$ cat src/rtl/port_fifo_if.sv
// port_fifo_if: producer/consumer handshake bundle for port_fifo.
// slave = queue side, master = driving environment side.
interface port_fifo_if #(
  parameter int WIDTH = 1,
  parameter int DEPTH = 4
);
  logic                     push_valid;
  logic [WIDTH-1:0]         push_data;
  logic                     push_ready;
  logic                     flush;
  logic                     pop_valid;
  logic [WIDTH-1:0]         pop_data;
  logic                     pop_ready;
  logic [$clog2(DEPTH):0]   count;

  modport slave (
    input  push_valid, push_data, flush, pop_ready,
    output push_ready, pop_valid, pop_data, count
  );

  modport master (
    output push_valid, push_data, flush, pop_ready,
    input  push_ready, pop_valid, pop_data, count
  );
endinterface

$ cat src/rtl/port_fifo.sv
// port_fifo: elastic stage port, DEPTH-entry first-word-fall-through queue.
// All outputs come from registered state; flush/rst empty it in one cycle.
module port_fifo #(
  parameter int WIDTH = 1,
  parameter int DEPTH = 4
) (
  input  logic         clk,
  input  logic         rst,
  port_fifo_if.slave   bus
);
  localparam int AW = $clog2(DEPTH);
  localparam int CW = AW + 1;
  localparam logic [CW-1:0] FULL = CW'(DEPTH);

  logic [WIDTH-1:0] mem [DEPTH];
  logic [AW-1:0]    wr_ptr;
  logic [AW-1:0]    rd_ptr;
  logic [CW-1:0]    cnt;
  logic             push_fire;
  logic             pop_fire;
  logic             clr;

  assign clr       = rst | bus.flush;
  assign push_fire = bus.push_valid & bus.push_ready;
  assign pop_fire  = bus.pop_valid & bus.pop_ready;

  assign bus.push_ready = (cnt != FULL);
  assign bus.pop_valid  = (cnt != '0);
  assign bus.pop_data   = bus.pop_valid ? mem[rd_ptr] : '0;
  assign bus.count      = cnt;

  // Pointer and occupancy update; clear beats any transfer.
  always_ff @(posedge clk) begin
    if (clr) begin
      wr_ptr <= '0;
      rd_ptr <= '0;
      cnt    <= '0;
    end else begin
      if (push_fire) wr_ptr <= wr_ptr + 1'b1;
      if (pop_fire)  rd_ptr <= rd_ptr + 1'b1;
      unique case (1'b1)
        push_fire && !pop_fire: cnt <= cnt + 1'b1;
        pop_fire && !push_fire: cnt <= cnt - 1'b1;
        default:                cnt <= cnt;
      endcase
    end
  end

  // Payload storage, no reset; suppressed when clearing.
  always_ff @(posedge clk) begin
    if (!clr && push_fire) mem[wr_ptr] <= bus.push_data;
  end
endmodule

$ cat src/flat_wrapper.sv
// flat-port wrapper written by rule: the top's interface ports become plain ports
module port_fifo_flat 
#(
  parameter int WIDTH = 1,
  parameter int DEPTH = 4
)
  (clk, rst, bus_push_valid, bus_push_data, bus_flush, bus_pop_ready, bus_push_ready, bus_pop_valid, bus_pop_data, bus_count);
  port_fifo_if #(.WIDTH(WIDTH), .DEPTH(DEPTH)) bus_i ();
  input  logic clk;
  input  logic rst;
  input wire logic [$bits(bus_i.push_valid)-1:0] bus_push_valid;
  input wire logic [$bits(bus_i.push_data)-1:0] bus_push_data;
  input wire logic [$bits(bus_i.flush)-1:0] bus_flush;
  input wire logic [$bits(bus_i.pop_ready)-1:0] bus_pop_ready;
  output wire logic [$bits(bus_i.push_ready)-1:0] bus_push_ready;
  output wire logic [$bits(bus_i.pop_valid)-1:0] bus_pop_valid;
  output wire logic [$bits(bus_i.pop_data)-1:0] bus_pop_data;
  output wire logic [$bits(bus_i.count)-1:0] bus_count;
  assign bus_i.push_valid = bus_push_valid;
  assign bus_i.push_data = bus_push_data;
  assign bus_i.flush = bus_flush;
  assign bus_i.pop_ready = bus_pop_ready;
  assign bus_push_ready = bus_i.push_ready;
  assign bus_pop_valid = bus_i.pop_valid;
  assign bus_pop_data = bus_i.pop_data;
  assign bus_count = bus_i.count;
  port_fifo #(.WIDTH(WIDTH), .DEPTH(DEPTH)) u_core (.clk(clk), .rst(rst), .bus(bus_i));
endmodule
$ cat config.mk
export PLATFORM = sky130hd
export DESIGN_NAME = port_fifo_flat
export DESIGN_NICKNAME = d
export VERILOG_FILES = /design/src/rtl/port_fifo_if.sv /design/src/rtl/port_fifo.sv /design/src/flat_wrapper.sv
export SDC_FILE = /design/constraint.sdc
export NUM_CORES = 1
export LEC_CHECK = 0
export ABC_AREA = 1
export CORE_MARGIN = 8
export CORE_UTILIZATION = 44
export CTS_CLUSTER_DIAMETER = 200
export DETAILED_ROUTE_END_ITERATION = 16
export HOLD_SLACK_MARGIN = 0.03
export PLACE_DENSITY = 0.71
export SYNTH_ARGS = -nofsm -noshare
export SYNTH_HDL_FRONTEND = slang
export SYNTH_SLANG_ARGS = --single-unit
export TNS_END_PERCENT = 5
$ cat constraint.sdc
create_clock -name clk -period 1.7 [get_ports clk]
set_clock_uncertainty 0.2 [all_clocks]
set_input_delay 0.34 -clock clk [delete_from_list [all_inputs] [get_ports clk]]
set_output_delay 0.34 -clock clk [all_outputs]
set_load 0.05 [all_outputs]
==> results.cfg, run 1 <==
[outcome]
status = finished, violations left
violations = setup timing

[route]
wl_met1_um = 552
viasPerCell = 4.558
wire_per_inst_um = 10.51
routed_wl_um = 1356
antenna_left = 0
wl_met3_um = 87
route.met2.wl_um = 695
routed.top_layer = met4
drt_first_pass_iters = 5
vias = 588
drc = 0
drtIter0Drc = 4

[critical_path]
start_kind = flop
worst_ep_required_time_ns = 1.16
path_class = flop to primary output
critPathCaptureType = primary output
cp_max_fo = 3
critPathArrivalTime_ns = 1.28
crit_path_start = u_core.bus.count[0]$_SDFFE_PP0P_
reg2reg_from = u_core.bus.count[0]$_SDFFE_PP0P_

[sta]
tightest_slew_ns = 0.3340
setup_violations = 5
slew_viol_final = 0
rsz0062_at_grt = true
max_slew_margin_pct = 77.50
postLayoutSetupSlackWorst_ns = -0.1221
finalCriticalPeriod_ns = 1.822
fmax_ghz = 0.5488
final.period_utilization_pct = 107.2
hold_viol_final = 0

[clocking]
cts_max_level = 1
clockBufferDepth = 2
clockRootBuffer = clkbuf_4
cts_num_sinks = 13
cts_buffers = 3
clkLatencyLatePin_ns = 0.27
tritoncts = yes
clk_pin_slew_ns = 0.08

[pwr]
power_density_nw_per_um2 = 701.6
p_leak_nw = 0.4490
totalPowerFinal_uw = 727.8
vdd_ir_drop_max_uv = 476.4

[synthesis]
synth_commonest_cells = 17 x inv_1, 16 x nand2_1, 15 x nor2_1, 9 x dfxtp_1, 5 x ha_1
synth_top_area_cell = dfxtp_1
syn-num-nets = 98
synth.distinct_cells = 17
ys_seq_area_share_pct = 43.56
syn-instance-count = 86
synthArstFlopShare_pct = 0
synth.area.top_cells = dfxtp_1 26%, edfxtp_1 17%, inv_1 9.3%
yosysMostFrequentCell = inv_1
yosysWarnings = 0
synth_area_um2 = 689.4
netlist.area_leader.share_pct = 26.13
syn_area_per_cell_um2 = 8.016
synth_ff_type = dfxtp_1
ys_ff_latch = 13
synth-edff-count = 4

[run]
maxCapViolCount = 0

[place]
place_congestion = 0.7948
portBuffers = 11
dp_slack_ns = -0.4800
dp_hpwl_um = 1118
place_area_um2 = 972.2

[floorplanning]
num_rows = 14
design.die.area_um2 = 3090
fp.dieW_um = 55.59
die_h_um = 55.59
coreArea_um2 = 1489
start_util_pct = 46.30
boundaryPins = 12

[grt]
grt_pass1_vias = 609
grtUsageTotal_pct = 9.704
grt_pass1_wl_um = 2484
grt_start_max_net_pins = 8
gr-total-overflow = 0
grt_antenna_before_repair = 0

[finish]
syn2layout_area_growth_pct = 50.45
nFillCells = 105
layout-drive-gt1-share_pct = 35.40
n_antenna_cell = 0
fin_nets = 126
finalInstanceArea_um2 = 1037

[hold_path]
hold_path.class = flop to flop
hp-start = u_core.rd_ptr[1]$_SDFFE_PP0P_
-- worst max-delay path, cell delays in order, from the launching register on --
cell	delay, ns
dfxtp_4	0.36
nor2_4	0.16
nand2_4	0.08
buf_6	0.12
a21boi_4	0.13
buf_12	0.16
-- logic make-up (layout without fill, tap and decap cells) --
family	after synthesis	count (layout)	synth area share, %
simple gates	41	41	27.59
buf+inv	18	45	9.800
flops	13	13	43.56
compound gates	8	8	7.077
fa+ha+maj	6	6	11.98
-- metal layers --
| layer | vias to the layer above | track usage (%) |
|---|---|---|
| li1 | 314 | - |
| met1 | 251 | 9.055 |
| met2 | 19 | 18.11 |
| met5 | - | 0 |
| met3 | 4 | 3.196 |
| met4 | 0 | 4.930 |
-- report_power, final --
part	switching [mW]	leakage (nW)	internal, mW
sequential	0.00820	0.111	0.326
combinational	0.105	0.322	0.105
clock	0.0926	0.0150	0.0906
total	0.206	0.449	0.522
-- repair_timing --
item                       in CTS  in global routing
hold endpoints to repair        0                  0
setup endpoints to repair       5                  5
buffers inserted                1                  1
resized for setup               8                  2
hold buffers                    0                  0
pin swaps                       5                  2
-- metrics by stage --
step | std cells | util (%) | TNS [ns] | hold slack [ns]
2_1_floorplan | 86 | - | -0.4748 | 0.2389
3_3_place_gp | 123 | 65.29 | -1.303 | 0.2833
3_5_place_dp | 123 | 65.29 | -1.444 | 0.2970
4_1_cts | 128 | 68.91 | -0.4125 | 0.3104
5_1_grt | 129 | 69.66 | -0.7729 | 0.3406
6_report | 129 | 69.66 | -0.4086 | 0.3051
-- final cells by class --
cell class                      count  area (µm²)  area share [%]
Multi-Input combinational cell     55       355.3           34.26
Sequential cell                    13       311.5           30.04
Timing Repair Buffer               23       256.5           24.73
Inverter                           18       67.56           6.514
Clock buffer                        4       26.28           2.533
Tap cell                           16       20.02           1.930
-- path summary, 6_finish.rpt --
kind / endpoint / slack, ns / cells after the start
setup / recovery: bus_pop_data / -0.12 / 5
hold / removal: flop / 0.31 / 2
setup reg to reg: u_core.bus.count[2]$_SDFFE_PP0P_ / -0.09 / 11
hold reg to reg: flop / 0.31 / 2
-- layout by cell type, fill, tap and decap left out --
master	n
a21oi_1	3
clkbuf_4	3
nand2_1	15
dfxtp_4	3
nand3_2	1
nand3_1	3
nor2_4	2
ha_4	1
fa_2	1
buf_4	10
buf_6	3
a21boi_4	1
buf_12	5
dlygate4sd2_1	2
inv_2	5
nand2_2	3
clkdlybuf4s50_1	3
edfxtp_1	4
inv_1	13
nand2_4	1
nor2_1	15
dfxtp_1	6
clkbuf_1	1
a21boi_2	1
ha_1	4
nand3b_1	1
o21ai_0	3
Power figures use the tool's default switching activity.
==> run 2: changes to the inputs <==
PLACE_DENSITY = 0.77   (was 0.71)
==> run 2 against run 1 <==
- non-clock buffer count grew 1
- clock-buffer cell count is the same
- maximum frequency shrank 1.1%
- wire length grew 12%
- sequential power is essentially flat
- hold slack gained 0.010 ns
- die area is the same
- highest routed layer unchanged
- core utilization grew 1.0 points
- the run still ends with setup timing left
- final area grew 1.4%
==> results.cfg, run 2 (synthesized netlist as in run 1, its figures left out) <==
[finish]
final_common_cell = nor2_1
syn2layout_area_growth_pct = 52.63
nFillCells = 105
layout-drive-gt1-share_pct = 37.72
fin_nets = 127
n_antenna_cell = 0
final_cell_mix = 15 x nor2_1, 13 x inv_1, 13 x nand2_1
finish.utilization_pct = 70.67
finalInstanceArea_um2 = 1052
final_cells = 130

[grt]
met1_usage_pct = 9.387
grt_pass1_vias = 637
gr-total-overflow = 0
grt_start_max_net_pins = 8
grt_util_met3_pct = 1.598
grt_pass1_wl_um = 2553
grt_use_met2_pct = 18.59
grtUsageTotal_pct = 9.866
grt_antenna_before_repair = 0
grt-busiest-layer = met2

[route]
wire_per_inst_um = 11.68
antenna_left = 0
drc = 0
vias = 610
routed_wl_um = 1518
drt_first_pass_iters = 4
drtIter0Drc = 9
viasPerCell = 4.692

[place]
dp_hpwl_um = 1194
dp_slack_ns = -0.5405
place_area_um2 = 964.7
placed_cells = 122
portBuffers = 11
place_congestion = 0.7579

[sta]
slew_viol_final = 0
hold_viol_final = 0
max_slew_margin_pct = 77.33
postLayoutSetupSlackWorst_ns = -0.1423
setup_violations = 5
final.period_utilization_pct = 108.4
tightest_slew_ns = 0.3365
fmax_ghz = 0.5428
finalCriticalPeriod_ns = 1.842
rsz0062_at_grt = true

[pwr]
power_density_nw_per_um2 = 704.1
vdd_ir_drop_max_uv = 518.7
p_leak_nw = 0.4558

[critical_path]
start_kind = flop
cp_slowest_cell = dfxtp_4
critPathArrivalTime_ns = 1.82
critPathCaptureType = flop
critical-path-max-stage-delay_ns = 0.36
cp_cell_sequence = nor2_4 -> a21boi_2 -> inv_2 -> ha_4 -> inv_4 -> fa_2 -> inv_2 -> nand2_2 -> nand3_2 -> nand2_1 -> nand2_1 -> nor2_1
critical_path.top_delay_family = adder cells
cp_max_fo = 3
ff2ff_path_depth = 12
cp.depth = 12
worst_ep_required_time_ns = 1.68
path_class = flop to flop
crit_buf_inv = 3

[outcome]
status = finished, violations left
violations = setup timing

[floorplanning]
coreArea_um2 = 1489
die_h_um = 55.59
fp.dieW_um = 55.59
start_util_pct = 46.30
design.die.area_um2 = 3090
num_rows = 14
boundaryPins = 12

[clocking]
clkLatencyLatePin_ns = 0.27
tritoncts = yes
cts_num_sinks = 13
clockBufferDepth = 2
clk_pin_slew_ns = 0.08
cts_max_level = 1
cts_buffers = 3
clockRootBuffer = clkbuf_4
ctsHoldBuffers = 0

[run]
maxCapViolCount = 0

[hold_path]
hold_path_depth = 2
hold_path.class = flop to flop
run 2: cell count changes in the layout (fill, tap and decap cells not counted), sizes merged:
cell / change
buf: +1
run 2: layout make-up:
cell class | instances | area, µm² | area share, %
multi-input cells | 55 | 360.3 | 34.24
inverters | 18 | 70.07 | 6.659
well taps | 16 | 20.02 | 1.902
repair buffers | 24 | 264.0 | 25.09
flip-flops and latches | 13 | 311.5 | 29.61
clock buffers | 4 | 26.28 | 2.497
run 2: repair_timing:
item | in CTS | in global routing
setup buffers | 3 | 1
gates resized for setup | 12 | 1
setup endpoints to repair | 3 | 5
pin swaps | 8 | 1
run 2: report_power, final:
part           total (mW)  internal, mW  switching [mW]
combinational       0.218         0.109           0.109
sequential          0.335         0.326         0.00858
clock               0.188        0.0908          0.0970
run 2: worst paths after layout:
check                                         from                          endpoint  slack (ns)
hold reg to reg      u_core.rd_ptr[1]$_SDFFE_PP0P_                              flop        0.32
hold / removal       u_core.rd_ptr[1]$_SDFFE_PP0P_                              flop        0.32
setup / recovery  u_core.bus.count[0]$_SDFFE_PP0P_  u_core.bus.count[2]$_SDFFE_PP0P_       -0.14
setup reg to reg  u_core.bus.count[0]$_SDFFE_PP0P_  u_core.bus.count[2]$_SDFFE_PP0P_       -0.14
run 2: tightest hold or removal path: stages, from the launching register on:
cell	delay, ns
dfxtp_1	0.33
nand2_1	0.06
a21oi_1	0.08
run 2: per-layer routing:
layer	part of all wire, %	wire [µm]
met1	38	584
met2	55	830
met3	4.3	65
met4	2.5	38
met5	0	0
run 2: metrics by stage:
step	hold slack (ns)	power, mW	TNS [ns]
floorplan	0.2389	0.4408	-0.4748
global placement	0.2801	0.5260	-1.201
detailed placement	0.2965	0.5337	-1.536
CTS	0.3092	0.7367	-0.4387
global route	0.3297	0.7782	-0.7753
finish	0.3155	0.7409	-0.5214
==> run 3: changes to the inputs <==
ABC_AREA = default   (was 1)
CORE_MARGIN = 4   (was 8)
PLACE_DENSITY = 0.78   (was 0.77)
==> run 3 against run 2 <==
- the flow still finishes with violations (setup timing)
- combinational power is 34% lower
- via count is 20% lower
- critical path depth is 3 lower
- sequential cell count stayed put
- critical path type unchanged
==> results.cfg, run 3 <==
[outcome]
status = finished, violations left
violations = setup timing

[place]
dp_hpwl_um = 936.7
placed_cells = 93
portBuffers = 11
place_congestion = 0.7391

[critical_path]
ff2ff_path_depth = 9
cp_cell_sequence = or3b_4 -> and2_4 -> inv_4 -> ha_4 -> inv_2 -> fa_2 -> xor2_1 -> or3_4 -> a21oi_2
cp.depth = 9
critPathCaptureType = flop
critPathCapture = u_core.bus.count[2]$_SDFFE_PP0P_
critPathArrivalTime_ns = 2.32
critical-path-max-stage-delay_ns = 0.39
cp_slowest_cell = or3b_4
reg2reg_slack_ns = -0.62
start_kind = flop
worst_ep_required_time_ns = 1.70
critical_path.top_delay_family = simple AND/OR/NAND/NOR gates
crit_buf_inv = 2
reg2reg_from = u_core.bus.count[0]$_SDFFE_PP0P_
cp_max_fo = 2
r2r-end = u_core.bus.count[2]$_SDFFE_PP0P_
path_class = flop to flop
crit_path_start = u_core.bus.count[0]$_SDFFE_PP0P_

[finish]
seq_area_um2 = 309.0
multiInputGateArea_um2 = 351.6
layout-drive-gt1-share_pct = 45.12
syn2layout_area_growth_pct = 45.38
fin_nets = 95
final_common_cell = buf_4
nFillCells = 96
final_cells = 97
final_cell_mix = 9 x buf_4, 7 x nor2_1, 6 x dfxtp_1
n_antenna_cell = 0

[clocking]
cts_num_sinks = 13
cts_setup_buffers = 0
cts_buffers = 3
clk_pin_slew_ns = 0.08
clockRootBuffer = clkbuf_4
ctsHoldBuffers = 0
clkLatencyLatePin_ns = 0.27
tritoncts = yes
cts_max_level = 1
clockBufferDepth = 2

[sta]
final.period_utilization_pct = 136.5
slew_viol_final = 0
finalCriticalPeriod_ns = 2.320
hold_viol_final = 0
max_slew_margin_pct = 73.92
rsz0062_at_grt = true
fmax_ghz = 0.4310
final.setup.tns_ns = -1.712
postLayoutSetupSlackWorst_ns = -0.6202
tightest_slew_ns = 0.3863
setup_violations = 6

[route]
vias = 487
antenna_left = 0
drtIter0Drc = 3
viasPerCell = 5.021
drc = 0
wire_per_inst_um = 13.11
drt_first_pass_iters = 4
routed_wl_um = 1272

[synthesis]
syn-instance-count = 60
ys_seq_area_share_pct = 46.15
yosysWarnings = 0
synth_top_area_cell = dfxtp_1
syn-num-nets = 72
synth-edff-count = 4
yosysMostFrequentCell = dfxtp_1
synth_ff_type = dfxtp_1
netlist.area_leader.share_pct = 27.69
synth_area_um2 = 650.6
synth.distinct_cells = 25
synth_commonest_cells = 9 x dfxtp_1, 7 x inv_1, 7 x nor2_1, 5 x ha_1
ys_ff_latch = 13
synth.area.top_cells = dfxtp_1 28%, edfxtp_1 18%, ha_1 9.6%
synthArstFlopShare_pct = 0
syn_area_per_cell_um2 = 10.84

[grt]
grt_antenna_before_repair = 0
grt_start_max_net_pins = 8
gr-total-overflow = 0
grt_pass1_vias = 499
grtUsageTotal_pct = 13.85
grt_pass1_wl_um = 2035

[floorplanning]
boundaryPins = 12
die_h_um = 46.46
num_rows = 13
fp.dieW_um = 46.46
coreArea_um2 = 1350
design.die.area_um2 = 2158
start_util_pct = 48.19

[pwr]
p_leak_nw = 0.3906
vdd_ir_drop_max_uv = 349.5
power_density_nw_per_um2 = 693.0

[run]
maxCapViolCount = 0

[hold_path]
hold_path.class = flop to flop
## run 3: cell types whose count changed in the layout (fill, tap and decap cells not counted), sizes merged, moves of 4 or more
cell   delta
nor2     -10
nand2    -17
and3      +4
buf       -4
nand3     -4
inv      -11
xor2      +4
## run 3: worst min-delay path, cell delays in order (launching register included)
cell	delay (ns)
dfxtp_1	0.34
nand2_1	0.06
mux2i_1	0.05
## run 3: what timing repair did
action | CTS | global route
endpoints found under the setup margin | 6 | 6
gates resized for setup | 7 | 1
cloned | 0 | 0
pin swaps | 4 | 0
## run 3: final cells by class
cell class	instances	area share, %
clock buffer	4	2.778
inverter	7	3.042
multi-input combinational	38	37.17
sequential	13	32.67
tap	15	1.984
timing repair buffer	20	22.35
## run 3: per-layer routing
| metal | wire [µm] | vias up | part of all wire, % | GRT usage [%] |
|---|---|---|---|---|
| li1 | - | 245 | - | - |
| met4 | 21 | 0 | 1.7 | 6.818 |
| met5 | 0 | - | 0 | 0 |
| met1 | 502 | 228 | 39 | 15.55 |
| met3 | 66 | 2 | 5.2 | 3.516 |
| met2 | 682 | 12 | 54 | 23.90 |
## run 3: cell families after synthesis
group	share of synthesized area, %
AND/OR/NAND/NOR	17.69
XOR/XNOR	5.384
buffers and inverters	6.346
adder cells (fa/ha/maj)	12.69
multiplexers	5.000
flip-flops	46.15
AO/OA/AOI/OAI	6.730
## run 3: worst min path at each step
stage / start / to / slack [ns] / cells after the start
floorplan: bus_push_data / u_core.mem[0]$_DFFE_PP_ / 0.24 / 0
global placement: u_core.wr_ptr[0]$_SDFFE_PP0P_ / u_core.wr_ptr[0]$_SDFFE_PP0P_ / 0.29 / 2
detailed placement: u_core.wr_ptr[0]$_SDFFE_PP0P_ / u_core.wr_ptr[0]$_SDFFE_PP0P_ / 0.30 / 2
CTS: u_core.wr_ptr[0]$_SDFFE_PP0P_ / u_core.wr_ptr[0]$_SDFFE_PP0P_ / 0.31 / 2
global route: u_core.wr_ptr[0]$_SDFFE_PP0P_ / u_core.wr_ptr[0]$_SDFFE_PP0P_ / 0.35 / 2
finish: u_core.wr_ptr[0]$_SDFFE_PP0P_ / u_core.wr_ptr[0]$_SDFFE_PP0P_ / 0.30 / 2
## run 3: report_power, final
| group | internal [mW] | switching, mW | leakage [nW] |
|---|---|---|---|
| logic | 0.0693 | 0.0742 | 0.265 |
| clock network | 0.0906 | 0.0928 | 0.0150 |
| registers | 0.324 | 0.00428 | 0.111 |
## run 3: per-stage QoR
step                hold slack, ns  setup WS (ns)  util (%)  power, mW  area [µm²]
finish                      0.2994        -0.6202     70.06     0.6555       945.9
global route                0.3473        -0.6801     70.06     0.6870       945.9
CTS                         0.3065        -0.6040     69.42     0.6584       937.1
detailed placement          0.2960        -0.7180     65.52     0.4677       884.6
global placement            0.2888        -0.7096     65.52     0.4636       884.6
floorplan                   0.2389        -0.9490         -     0.4134       680.7
